===== config.mk =====
export PLATFORM = sky130hd
export DESIGN_NAME = mips_regfile
export DESIGN_NICKNAME = d
export VERILOG_FILES = /design/src/rtl/mips_pkg.sv /design/src/rtl/hilo_reg.sv /design/src/rtl/mips_regfile.sv
export SDC_FILE = /design/constraint.sdc
export NUM_CORES = 2
export LEC_CHECK = 0
export CORE_ASPECT_RATIO = 1.1
export CORE_MARGIN = 1.5
export CORE_UTILIZATION = 50
export CTS_BUF_LIST = sky130_fd_sc_hd__clkbuf_4 sky130_fd_sc_hd__clkbuf_8
export CTS_CLUSTER_DIAMETER = 120
export CTS_CLUSTER_SIZE = 16
export DETAILED_ROUTE_END_ITERATION = 12
export PLACE_DENSITY = 0.71
export SLEW_MARGIN = 10
export SYNTH_ARGS = -nofsm -noshare
export SYNTH_HDL_FRONTEND = slang
export SYNTH_SLANG_ARGS = --single-unit
export TNS_END_PERCENT = 50

===== constraint.sdc =====
create_clock -name clk -period 4.65 [get_ports clk]
set_input_delay 0.465 -clock clk [delete_from_list [all_inputs] [get_ports clk]]
set_output_delay 0.465 -clock clk [all_outputs]
set_load 0.005 [all_outputs]

===== src/rtl/mips_pkg.sv =====
// mips_pkg: shared datapath widths, register-file constants and the word type.
`default_nettype none

package mips_pkg;

  localparam int WIDTH    = 32;
  localparam int ADDR_W   = 5;
  localparam int REG_ZERO = 0;

  typedef logic [WIDTH-1:0] word_t;

endpackage : mips_pkg

`default_nettype wire


===== src/rtl/hilo_reg.sv =====
// hilo_reg: HI/LO multiply/divide result pair, written together under one enable.
`default_nettype none

module hilo_reg
  import mips_pkg::*;
#(
  parameter int WIDTH = mips_pkg::WIDTH
) (
  input  logic             clk,
  input  logic             rst_n,
  input  logic             we,
  input  logic [WIDTH-1:0] hi_wd,
  input  logic [WIDTH-1:0] lo_wd,
  output logic [WIDTH-1:0] hi,
  output logic [WIDTH-1:0] lo
);

  logic [WIDTH-1:0] hi_q, hi_d;
  logic [WIDTH-1:0] lo_q, lo_d;

  always_comb begin
    hi_d = hi_q;
    lo_d = lo_q;
    if (we) begin
      hi_d = hi_wd;
      lo_d = lo_wd;
    end
  end

  always_ff @(posedge clk or negedge rst_n) begin
    if (!rst_n) begin
      hi_q <= '0;
      lo_q <= '0;
    end else begin
      hi_q <= hi_d;
      lo_q <= lo_d;
    end
  end

  assign hi = hi_q;
  assign lo = lo_q;

endmodule : hilo_reg

`default_nettype wire


===== src/rtl/mips_regfile.sv =====
// mips_regfile: 32-entry GPR file with two combinational read ports, one write
// port with optional same-cycle write-through, $0 hard-wired to zero, plus HI/LO.
`default_nettype none

module mips_regfile
  import mips_pkg::*;
#(
  parameter int WIDTH  = mips_pkg::WIDTH,
  parameter int ADDR_W = mips_pkg::ADDR_W,
  parameter bit BYPASS = 1'b1
) (
  input  logic              clk,
  input  logic              rst_n,
  input  logic [ADDR_W-1:0] ra1,
  input  logic [ADDR_W-1:0] ra2,
  output logic [WIDTH-1:0]  rd1,
  output logic [WIDTH-1:0]  rd2,
  input  logic              we,
  input  logic [ADDR_W-1:0] wa,
  input  logic [WIDTH-1:0]  wd,
  input  logic              hilo_we,
  input  logic [WIDTH-1:0]  hi_wd,
  input  logic [WIDTH-1:0]  lo_wd,
  output logic [WIDTH-1:0]  hi,
  output logic [WIDTH-1:0]  lo
);

  localparam int                NREG = 2 ** ADDR_W;
  localparam logic [ADDR_W-1:0] ZERO = ADDR_W'(REG_ZERO);

  logic [WIDTH-1:0] regs [NREG];

  // $0 has no storage; every other entry is its own async-reset register.
  assign regs[0] = '0;

  generate
    for (genvar i = 1; i < NREG; i++) begin : g_gpr
      logic [WIDTH-1:0] gpr_q, gpr_d;

      always_comb begin
        gpr_d = gpr_q;
        if (we && (wa == ADDR_W'(i))) gpr_d = wd;
      end

      always_ff @(posedge clk or negedge rst_n) begin
        if (!rst_n) gpr_q <= '0;
        else        gpr_q <= gpr_d;
      end

      assign regs[i] = gpr_q;
    end
  endgenerate

  // Write-through is gated by rst_n so reads stay 0 throughout reset.
  logic byp_en;
  assign byp_en = BYPASS && we && rst_n;

  always_comb begin
    rd1 = regs[ra1];
    rd2 = regs[ra2];
    if (byp_en && (wa == ra1)) rd1 = wd;
    if (byp_en && (wa == ra2)) rd2 = wd;
    if (ra1 == ZERO) rd1 = '0;
    if (ra2 == ZERO) rd2 = '0;
  end

  hilo_reg #(
    .WIDTH (WIDTH)
  ) u_hilo (
    .clk   (clk),
    .rst_n (rst_n),
    .we    (hilo_we),
    .hi_wd (hi_wd),
    .lo_wd (lo_wd),
    .hi    (hi),
    .lo    (lo)
  );

endmodule : mips_regfile

`default_nettype wire


==> run metrics <==
Ys Warns=0; overall power=22.3 mW; Vias/cell=approximately 7; Starting Density=approximately half; GRT overflow=0; Syn Area/Cell=about 15 sq um; Hold WC Path Type=input port to async pin; Clock Latency Late Sink=0.76 ns; sequential share of power=a little over half; Avg WL per Cell=around 33 um; PD cells=~360 nW/um^2; Psw=6.53 mW; clock transition at the registers of the reported paths=approximately 0.10 ns; CTS tree=built; cell-internal power=~16 mW; Max stage delay cell, worst path=and3b_2; CP max stage delay=between 0.8 and 0.9 ns; CP delay by family, top=buffers and inverters; Switching Share=between 20% and 30%; crit path DAT=3.79 ns; grt met3 use=between 6 and 7%; final hold vios=0; Max IR drop VDD=approximately 0.26 mV; RSZ-0062 raised after global routing=no; relative slew slack=18.9%; CTS max path bufs=3; final setup fails=0; Sink Count=1056; largest net degree at the start of global routing=approximately 160; global route hottest layer=met2; vias in the first global route=38407; critical path class=input port to output port; Critical Path Fanout Max=16; dpl hpwl=roughly 120000 um; hold_buf cts=1; DRC violation count after routing=0; Cell variety after synth=53; Logic pwr share=25.1%; Final Util=between 50% and 60%; worst path required time=about 4.2 ns; register area share after synthesis=47.3%; first-pass GRT wire length=about 270000 um; Rows=between 100 and 150; synthesized area=55900 sq um; FFs w/ async S/R, synth=between 90% and 100%; Final Cycle Share=91.4%; Pleak=26.0 nW; Final Critical Period=~4.3 ns; initial antenna violation count=11; clock share of power=between 20% and 30%; Buf/Inv on CP=4; reg2reg start=g_gpr[12].gpr_q[19]$_DFFE_PN0P_; Synthesized Nets=a little under 4000; Root Driver=clkbuf_8; Syn Inst Count=~3900; Clock Skews=0 ns; GR Util met1=between 40% and 50%; critical path endpoint category=output port; DRT iter0 DRCs=between 4000 and 5000; core footprint=~110000 sq um; Nets=around 4100; crit-path cells=clkdlybuf4s50_1, buf_4, and3b_2, buf_4, a22o_1, a21oi_1, and3_1, a21oi_1, clkdlybuf4s50_1; max-cap viol count=0; Layout area overhead=10.0%; Top Ports=~240; Die X-Extent=322 um; layout cell share with drive strength beyond 1=between 40% and 50%; crit start category=input port; final wirelength=between 150000 and 200000 um; htree depth=3; GRT Resource Usage Total=between 30% and 40%; IO buf count=around 240; fmax=about 0.24 GHz; Routed Antenna Nets=0; GP Congestion=between 0.9 and 1; Pre-antenna DRT Iters=6; DIE HEIGHT=354 um; ys flop type=dfrtp_1; max-slew violation count=0; TritonCTS Buffers=75; Slew @ Worst Pin=1.21 ns; post-cts repair resize count=0; buffer count from post-CTS setup fixing=0; M2 GR Usage=49.0%; via count=37518; Worst setup startpoint=ra1[3]; EDFF count, synth=0; setup tns final=0 ns; FF+latch count, synth=1056; status=complete, no violations; Die ar.=~110000 sq um
-- power groups by stage --
stage	clock [mW]	combinational [mW]	sequential, mW
after global placement	0	5.47	12.2
after CTS	4.66	5.60	12.1
after detailed placement	0	5.58	12.3
after floorplan	0	3.98	11.9
final	4.54	5.61	12.2
after global routing	4.95	5.97	12.4
-- registers in the layout, summed over array words and instances (netlist names) --
signal       flops
g_gpr.gpr_q    992
u_hilo.hi       32
u_hilo.lo       32
-- cells in the final DEF (no fill, tap or decap), types with 9 or more instances in the layout --
| cell | count |
|---|---|
| mux2_2 | 1106 |
| dfrtp_1 | 1056 |
| mux4_2 | 376 |
| clkdlybuf4s50_1 | 232 |
| buf_4 | 165 |
| mux2i_1 | 142 |
| a22oi_1 | 96 |
| o21ai_0 | 89 |
| a21oi_1 | 82 |
| clkbuf_8 | 78 |
| a221oi_1 | 68 |
| a221o_1 | 44 |
| nor2b_1 | 41 |
| mux2_1 | 33 |
| a32o_1 | 32 |
| nand2_1 | 30 |
| buf_12 | 30 |
| a211oi_1 | 27 |
| and3_1 | 23 |
| a22o_1 | 22 |
| nor2_4 | 13 |
| nand4_1 | 12 |
| o22ai_1 | 12 |
| nand3_1 | 11 |
| nand2_2 | 11 |
| o2111a_1 | 10 |
| nor2_1 | 9 |
-- through the flow --
| step | std cells | hold WS [ns] | instance area [sq um] | worst slack (ns) |
|---|---|---|---|---|
| 6_report | 5451 | 0.147 | 61500 | 0.399 |
| 5_1_grt | 5448 | 0.138 | 61500 | 0.395 |
| 4_1_cts | 5445 | 0.0976 | 61500 | 0.518 |
| 3_5_place_dp | 5365 | 0.363 | 60400 | 0.535 |
| 3_3_place_gp | 5365 | 0.362 | 60400 | 0.544 |
| 2_1_floorplan | 3852 | 0.169 | 55900 | 2.03 |
-- metal layers --
metal,vias up,wire [um]
met3,460,17400
met1,19990,70800
met4,10,9830
li1,15056,-
met2,2002,82400
met5,-,71
-- kinds of logic (layout without fill, tap and decap cells) --
kind of cell           count (synthesis)  after routing  share of synthesized area, %
XOR/XNOR                              10             10                         0.157
other                                  0              6                             0
AND/OR/NAND/NOR                      203            203                          1.97
flip-flops                          1056           1056                          47.3
multiplexers                        1657           1657                          40.6
buffers and inverters                422            520                          3.37
AO/OA/AOI/OAI                        504            504                          6.59
-- Yosys cell counts, types with 12 or more instances --
| master | number | area share, % |
|---|---|---|
| a221oi_1 | 68 | 1.1 |
| mux2_1 | 33 | 0.66 |
| dfrtp_1 | 1056 | 47 |
| and3_1 | 23 | 0.26 |
| nand4_1 | 12 | 0.13 |
| o22ai_1 | 12 | 0.13 |
| clkbuf_1 | 234 | 1.6 |
| buf_2 | 96 | 0.86 |
| a22oi_1 | 96 | 1.3 |
| nand2_1 | 41 | 0.28 |
| nor2b_1 | 49 | 0.55 |
| o21ai_0 | 89 | 0.80 |
| a211oi_1 | 27 | 0.36 |
| nand3_1 | 13 | 0.12 |
| buf_1 | 53 | 0.36 |
| buf_6 | 12 | 0.24 |
| a221o_1 | 44 | 0.79 |
| a22o_1 | 22 | 0.34 |
| a21oi_1 | 82 | 0.73 |
| mux2i_1 | 142 | 2.5 |
| a32o_1 | 32 | 0.57 |
| mux2_2 | 1106 | 22 |
| nor2_1 | 25 | 0.17 |
| buf_4 | 24 | 0.32 |
| mux4_2 | 376 | 15 |
-- worst paths after layout --
path                                                         to  slack [ns]  cells past startpoint
worst max-delay path                                    rd1[12]        0.40                      9
worst min-delay path                  u_hilo.hi[16]$_DFFE_PN0P_        0.15                      2
worst max register to register  g_gpr[12].gpr_q[19]$_DFFE_PN0P_        3.82                      1
worst min register to register        u_hilo.hi[15]$_DFFE_PN0P_        0.51                      1
max in group asynchronous       g_gpr[25].gpr_q[23]$_DFFE_PN0P_        2.47                      4
min in group clk                      u_hilo.lo[21]$_DFFE_PN0P_        0.30                      2
-- final cells by class --
| class | count | area [sq um] |
|---|---|---|
| Fill cell | 9109 | 49300 |
| Inverter | 3 | 11.3 |
| Multi-Input combinational cell | 2374 | 27800 |
| Clock inverter | 2 | 15.0 |
| Clock buffer | 77 | 1060 |
| Tap cell | 1495 | 1870 |
| Sequential cell | 1056 | 26400 |
| Timing Repair Buffer | 438 | 4280 |
| Antenna cell | 6 | 15.0 |
Note: power is estimated with default switching activity, not from simulation.
